`config.mk`:
```
export PLATFORM = sky130hd
export DESIGN_NAME = mem_arbiter
export DESIGN_NICKNAME = d
export VERILOG_FILES = /design/src/rtl/mem_arbiter.sv
export SDC_FILE = /design/constraint.sdc
export NUM_CORES = 1
export LEC_CHECK = 0
export BUFFER_PORTS_ARGS = -buffer_cell sky130_fd_sc_hd__buf_2
export CAP_MARGIN = 20
export CORE_MARGIN = 2
export CORE_UTILIZATION = 35
export DETAILED_ROUTE_END_ITERATION = 10
export GPL_TIMING_DRIVEN = 0
export PLACE_DENSITY = 0.69
export SYNTH_ARGS = -nofsm -noshare
export SYNTH_HDL_FRONTEND = slang
export SYNTH_SLANG_ARGS = --single-unit
```
`constraint.sdc`:
```
create_clock -name clk -period 5.4 [get_ports clk]
set_input_delay 0.81 -clock clk [delete_from_list [all_inputs] [get_ports clk]]
set_output_delay 0.81 -clock clk [all_outputs]
set_load 0.01 [all_outputs]
```
`src/rtl/mem_arbiter.sv`:
```
// ---------------------------------------------------------------------------
// mem_arbiter
//
// Shares a single synchronous RAM port between the CPU and the front panel.
// The CPU may only touch memory while it is running. The panel writes in IN
// mode and reads in CHECK and RUN modes. When both want the RAM, the CPU has
// priority. A saturating starvation counter guarantees the panel a slot after
// STARVE_MAX consecutive CPU wins.
//
// Ports
//   clk, rst                 clock, asynchronous active-high reset
//   cpustate[1:0]            00 IN, 01 CHECK, 11 RUN, 10 reserved
//   cpu_read, cpu_write      CPU requests, held until granted
//   cpu_addr, cpu_wdata      CPU address / write data
//   cpu_wait                 CPU request pending but not granted this cycle
//   cpu_rvalid, cpu_rdata    CPU read response, one cycle after the grant
//   pnl_req, pnl_ack         panel four-phase handshake
//   pnl_ld, pnl_addr         load strobe / value for the panel address counter
//   pnl_wdata                panel write data
//   pnl_rdata                last panel read data
//   pnl_cur_addr             panel address counter
//   mem_en, mem_we           RAM enable / write enable
//   mem_addr, mem_wdata      RAM address / write data
//   mem_rdata                RAM read data, valid one cycle after a read
// ---------------------------------------------------------------------------
module mem_arbiter #(
    parameter int STARVE_MAX = 8
) (
    input  logic        clk,
    input  logic        rst,
    input  logic [1:0]  cpustate,
    input  logic        cpu_read,
    input  logic        cpu_write,
    input  logic [15:0] cpu_addr,
    input  logic [7:0]  cpu_wdata,
    output logic        cpu_wait,
    output logic        cpu_rvalid,
    output logic [7:0]  cpu_rdata,
    input  logic        pnl_req,
    input  logic        pnl_ld,
    input  logic [15:0] pnl_addr,
    input  logic [7:0]  pnl_wdata,
    output logic        pnl_ack,
    output logic [7:0]  pnl_rdata,
    output logic [15:0] pnl_cur_addr,
    output logic        mem_en,
    output logic        mem_we,
    output logic [15:0] mem_addr,
    output logic [7:0]  mem_wdata,
    input  logic [7:0]  mem_rdata
);

    typedef enum logic {
        IDLE     = 1'b0,
        PNL_RESP = 1'b1
    } state_t;

    localparam logic [1:0] MODE_IN       = 2'b00;
    localparam logic [1:0] MODE_RESERVED = 2'b10;
    localparam logic [1:0] MODE_RUN      = 2'b11;

    localparam logic [3:0] STARVE_LIM = 4'(STARVE_MAX);

    // Saturating increment of the starvation counter.
    function automatic logic [3:0] starve_inc(input logic [3:0] v);
        if (v >= STARVE_LIM) begin
            return STARVE_LIM;
        end
        return v + 4'd1;
    endfunction

    state_t      state_q, state_d;
    logic [3:0]  starve_q, starve_d;
    logic [15:0] addr_q, addr_d;
    logic [7:0]  rdata_q, rdata_d;
    logic        cpu_rvalid_q, cpu_rvalid_d;
    logic        pnl_ack_q, pnl_ack_d;
    logic        pnl_rd_q, pnl_rd_d;

    logic        cpu_req;
    logic        cpu_elig;
    logic        pnl_elig;
    logic        pnl_is_write;
    logic        pnl_win;
    logic        cpu_win;

    // Arbitration. Grants are suppressed while reset is held so the RAM is
    // never enabled during reset, but cpu_wait still shows a pending request.
    always_comb begin
        cpu_req      = cpu_read | cpu_write;
        cpu_elig     = !rst && (cpustate == MODE_RUN) && cpu_req;
        pnl_elig     = !rst && (cpustate != MODE_RESERVED) &&
                       (state_q == IDLE) && pnl_req;
        pnl_is_write = (cpustate == MODE_IN);
        pnl_win      = pnl_elig && (!cpu_elig || (starve_q == STARVE_LIM));
        cpu_win      = cpu_elig && !pnl_win;
    end

    // RAM port mux and CPU wait.
    always_comb begin
        mem_en    = pnl_win | cpu_win;
        mem_we    = 1'b0;
        mem_addr  = cpu_addr;
        mem_wdata = cpu_wdata;
        if (pnl_win) begin
            mem_we    = pnl_is_write;
            mem_addr  = addr_q;
            mem_wdata = pnl_wdata;
        end else if (cpu_win) begin
            // Read and write together is performed as a write.
            mem_we = cpu_write;
        end
        cpu_wait = cpu_req && !cpu_win;
    end

    // Next-state logic for the FSM, starvation counter and response flags.
    always_comb begin
        state_d      = state_q;
        starve_d     = starve_q;
        addr_d       = addr_q;
        rdata_d      = rdata_q;
        cpu_rvalid_d = cpu_win && !cpu_write;
        pnl_ack_d    = pnl_win;
        pnl_rd_d     = pnl_win && !pnl_is_write;

        case (state_q)
            IDLE: begin
                if (pnl_win) begin
                    state_d = PNL_RESP;
                end
            end
            PNL_RESP: begin
                if (!pnl_req) begin
                    state_d = IDLE;
                end
            end
            default: state_d = IDLE;
        endcase

        // Counter only advances when the panel lost purely on priority.
        if (pnl_win || !pnl_req) begin
            starve_d = 4'd0;
        end else if (cpu_win && pnl_elig) begin
            starve_d = starve_inc(starve_q);
        end

        // A load strobe overrides the post-access increment.
        if (pnl_ld) begin
            addr_d = pnl_addr;
        end else if (pnl_win) begin
            addr_d = addr_q + 16'd1;
        end

        // RAM data for a panel read arrives the cycle after the grant.
        if (pnl_rd_q) begin
            rdata_d = mem_rdata;
        end
    end

    always_ff @(posedge clk or posedge rst) begin
        if (rst) begin
            state_q      <= IDLE;
            starve_q     <= 4'd0;
            addr_q       <= 16'h0000;
            rdata_q      <= 8'h00;
            cpu_rvalid_q <= 1'b0;
            pnl_ack_q    <= 1'b0;
            pnl_rd_q     <= 1'b0;
        end else begin
            state_q      <= state_d;
            starve_q     <= starve_d;
            addr_q       <= addr_d;
            rdata_q      <= rdata_d;
            cpu_rvalid_q <= cpu_rvalid_d;
            pnl_ack_q    <= pnl_ack_d;
            pnl_rd_q     <= pnl_rd_d;
        end
    end

    assign cpu_rvalid   = cpu_rvalid_q;
    assign cpu_rdata    = mem_rdata;
    assign pnl_ack      = pnl_ack_q;
    assign pnl_rdata    = rdata_q;
    assign pnl_cur_addr = addr_q;

endmodule

```
==> metrics.md <==
| Metric | Value |
|---|---|
| Status | `finished, final reports clean` |
| Final Net Count | `422` |
| Leak | `1.429 nW` |
| Syn. warnings | `0` |
| Iter 0 DRT Violations | `126` |
| Die area | `6882 um2` |
| Post-synth EDFFs | `0` |
| Sequential share of the synthesized area | `36.70%` |
| Top_reg_cell synth | `dfrtp_1` |
| CP startpoint kind | `input pin` |
| Fin crit period | `3.274 ns` |
| Antenna violations before repair | `0` |
| Post-synth net total | `291` |
| CP max FO | `10` |
| Yosys reg bits | `32` |
| CTS tree | `built` |
| Grt met2 use | `approximately 33%` |
| Flop-to-flop setup slack | `3.37 ns` |
| Crit path max-delay cell type | `mux2_2` |
| Clock root buffer master | `clkbuf_8` |
| P&R area growth vs syn | `38.88%` |
| Overflow after GRT | `0` |
| Vias in the first global route | `~2300` |
| DR vias | `roughly 2300` |
| Number of clock sinks | `32` |
| Crit share post-route | `between 60 and 70%` |
| DR WL/cell | `14.96 um` |
| RSZ-0062 raised after global routing | `no` |
| Total Power | `0.7564 mW` |
| Max Freq | `305.4 MHz` |
| Synth unique cells | `44` |
| Starting Density | `36.42%` |
| Clk pin slew, worst setup/hold paths | `0.07 ns` |
| Final core utilization | `50.58%` |
| Crit-path cells | `buf_2, and3b_4, o221ai_2, nand2_2, buf_2, mux2_2, buf_2` |
| Drt pass-1 iters | `4` |
| GR Util met3 | `between 3 and 4%` |
| Slowest stage delay, CP | `0.37 ns` |
| Clk buf depth | `2` |
| Clock latency on the worst-skew pair | `0.28 ns` |
| WS Path Type | `input pin to output port` |
| Setup Buffers After CTS | `0` |
| Clock skew | `approximately 0.0046 ns` |
| GR Layer Usage met1 | `roughly a quarter` |
| Mapped cell area | `2182 um2` |
| Slew Limit Headroom | `68.44%` |
| Drt via density | `~5.3` |
| First-pass GRT wire length | `10930 um` |
| # DRC | `0` |
| Synth area leader | `dfrtp_1` |
| GR peak layer | `met2` |
| WP data required | `4.59 ns` |
| Hold Slack | `0.5049 ns` |
| Overall routing resource usage | `19.04%` |
| Mapped Cells | `roughly 220` |
| CP most frequent cell | `buf_2` |
| PwrDens | `roughly 250 nW/um2` |
| Number of placement rows | `28` |
| Largest cells by area after synthesis | `dfrtp_1, mux2_2, nand3_1` |
| Final setup fails | `0` |
| Min-delay worst type | `register to register` |
| Max cap viols | `0` |
| Die W | `82.96 um` |
| Share of layout cells above drive strength 1 | `52.81%` |
| Total core area | `5991 um2` |
| DRT Wirelength | `6449 um` |
| Die Ht | `82.96 um` |
| Post-DP HPWL | `4930 um` |
| ANT cells | `0` |
| Port bufs | `~120` |
| Total CTS buffers | `5` |
| Setup crit end kind | `output port` |
| Asr flop ratio synth | `100.0%` |
| Syn Area/Cell | `9.741 um2` |
| Final hold viol count | `0` |
| Worst-Margin Slew | `~0.47 ns` |
| Worst IR Drop VDD | `0.1398 mV` |
| CP arrival | `2.46 ns` |
| Slew Limit Fails | `0` |
| Largest net degree at the start of global routing | `25` |
| Synth top area share | `36.70%` |
| Setup TNS | `0 ns` |
| Post-route ant nets | `0` |
| # IOs | `roughly 130` |
| Global placer's final weighted congestion | `0.8370` |
| CTS resizes | `0` |
| Cts hold-fix bufs | `0` |
| H-tree levels | `2` |
-- logic make-up (layout without fill, tap and decap cells) --
| kind of cell | Yosys count | count (layout) | share of synthesized area, % |
|---|---|---|---|
| adders and majority gates | 3 | 3 | 1.720 |
| DFF | 32 | 32 | 36.70 |
| muxes | 32 | 32 | 16.51 |
| and+or+nand+nor | 88 | 88 | 22.94 |
| buffers and inverters | 26 | 158 | 6.536 |
| AOI/OAI and AO/OA | 43 | 43 | 15.60 |
-- routing by layer --
metal,vias to the layer above,part of all wire [%]
met5,-,0
met4,0,1.6
met3,9,5.6
met2,86,49
met1,1081,44
li1,1121,-
-- registers in the layout (all words and copies together) (netlist names) --
name,count
cpu_rvalid,1
starve_q,4
pnl_cur_addr,16
pnl_rdata,8
state_q,1
pnl_rd_q,1
pnl_ack,1
-- report_power, final --
| part | switching, mW | internal [mW] | leakage [nW] |
|---|---|---|---|
| logic | 0.111 | 0.110 | 0.989 |
| registers | 0.0316 | 0.272 | 0.386 |
| clock network | 0.0956 | 0.137 | 0.0541 |
| total | 0.238 | 0.518 | 1.43 |
-- cell usage after synthesis, types with 3 or more instances --
cell type   n
buf_4       9
a221o_1     3
nor3_1      7
a22oi_1     4
a31oi_1     6
o21ai_0     4
nand4_1     9
nand2_1     9
dfrtp_1    32
inv_1       6
clkbuf_1    6
ha_1        3
o31ai_1    10
mux2_2     32
nand3_1    15
buf_2       3
nor4_1      5
a21boi_0    4
nor2b_1     5
and3_1      7
nor2_1     12
or4_1       5
-- stage by stage --
stage / area, um2 / setup WS, ns / std cells
final: 3030 / 2.126 / 431
after global routing: 3030 / 2.023 / 431
after CTS: 3030 / 2.105 / 431
after detailed placement: 2919 / 2.105 / 423
after global placement: 2892 / 2.107 / 422
after floorplan: 2182 / 2.610 / 224
-- worst max-delay path: cells and delay by family --
family	cells	cell delay, ns
compound gates	1	0.20
mux	1	0.37
simple gates	2	0.53
buf+inv	3	0.55
-- worst paths after layout --
| kind | cells past startpoint | to | startpoint |
|---|---|---|---|
| setup / recovery | 7 | mem_addr[11] | rst |
| hold / removal | 1 | pnl_rdata[0]$_DFFE_PP0P_ | pnl_rdata[0]$_DFFE_PP0P_ |
| setup reg to reg | 7 | pnl_cur_addr[0]$_DFFE_PP0P_ | starve_q[0]$_DFFE_PP0P_ |
| hold reg to reg | 1 | pnl_rdata[0]$_DFFE_PP0P_ | pnl_rdata[0]$_DFFE_PP0P_ |
| max in group asynchronous | 3 | pnl_cur_addr[3]$_DFFE_PP0P_ | rst |
| min in group asynchronous | 2 | pnl_cur_addr[15]$_DFFE_PP0P_ | rst |
-- cells in the final DEF, fill, tap and decap left out, drive strengths merged, types with 6 or more instances in the layout --
| master | synthesis | layout |
|---|---|---|
| a31oi | 6 | 6 |
| and3 | 7 | 7 |
| buf | 13 | 137 |
| clkbuf | 6 | 11 |
| dfrtp | 32 | 32 |
| inv | 7 | 7 |
| mux2 | 32 | 32 |
| nand2 | 11 | 11 |
| nand3 | 17 | 17 |
| nand4 | 9 | 9 |
| nor2 | 13 | 13 |
| nor3 | 7 | 7 |
| o31ai | 10 | 10 |
-- area by class of cell --
type | count | area (um2)
Inverter | 7 | 26.28
Multi-Input combinational cell | 166 | 1239
Clock buffer | 5 | 68.82
Sequential cell | 32 | 800.8
Fill cell | 579 | 2960
Buffer | 19 | 116.4
Timing Repair Buffer | 124 | 643.1
Tap cell | 75 | 93.84
Clock inverter | 3 | 42.54
Power figures use the tool's default switching activity.
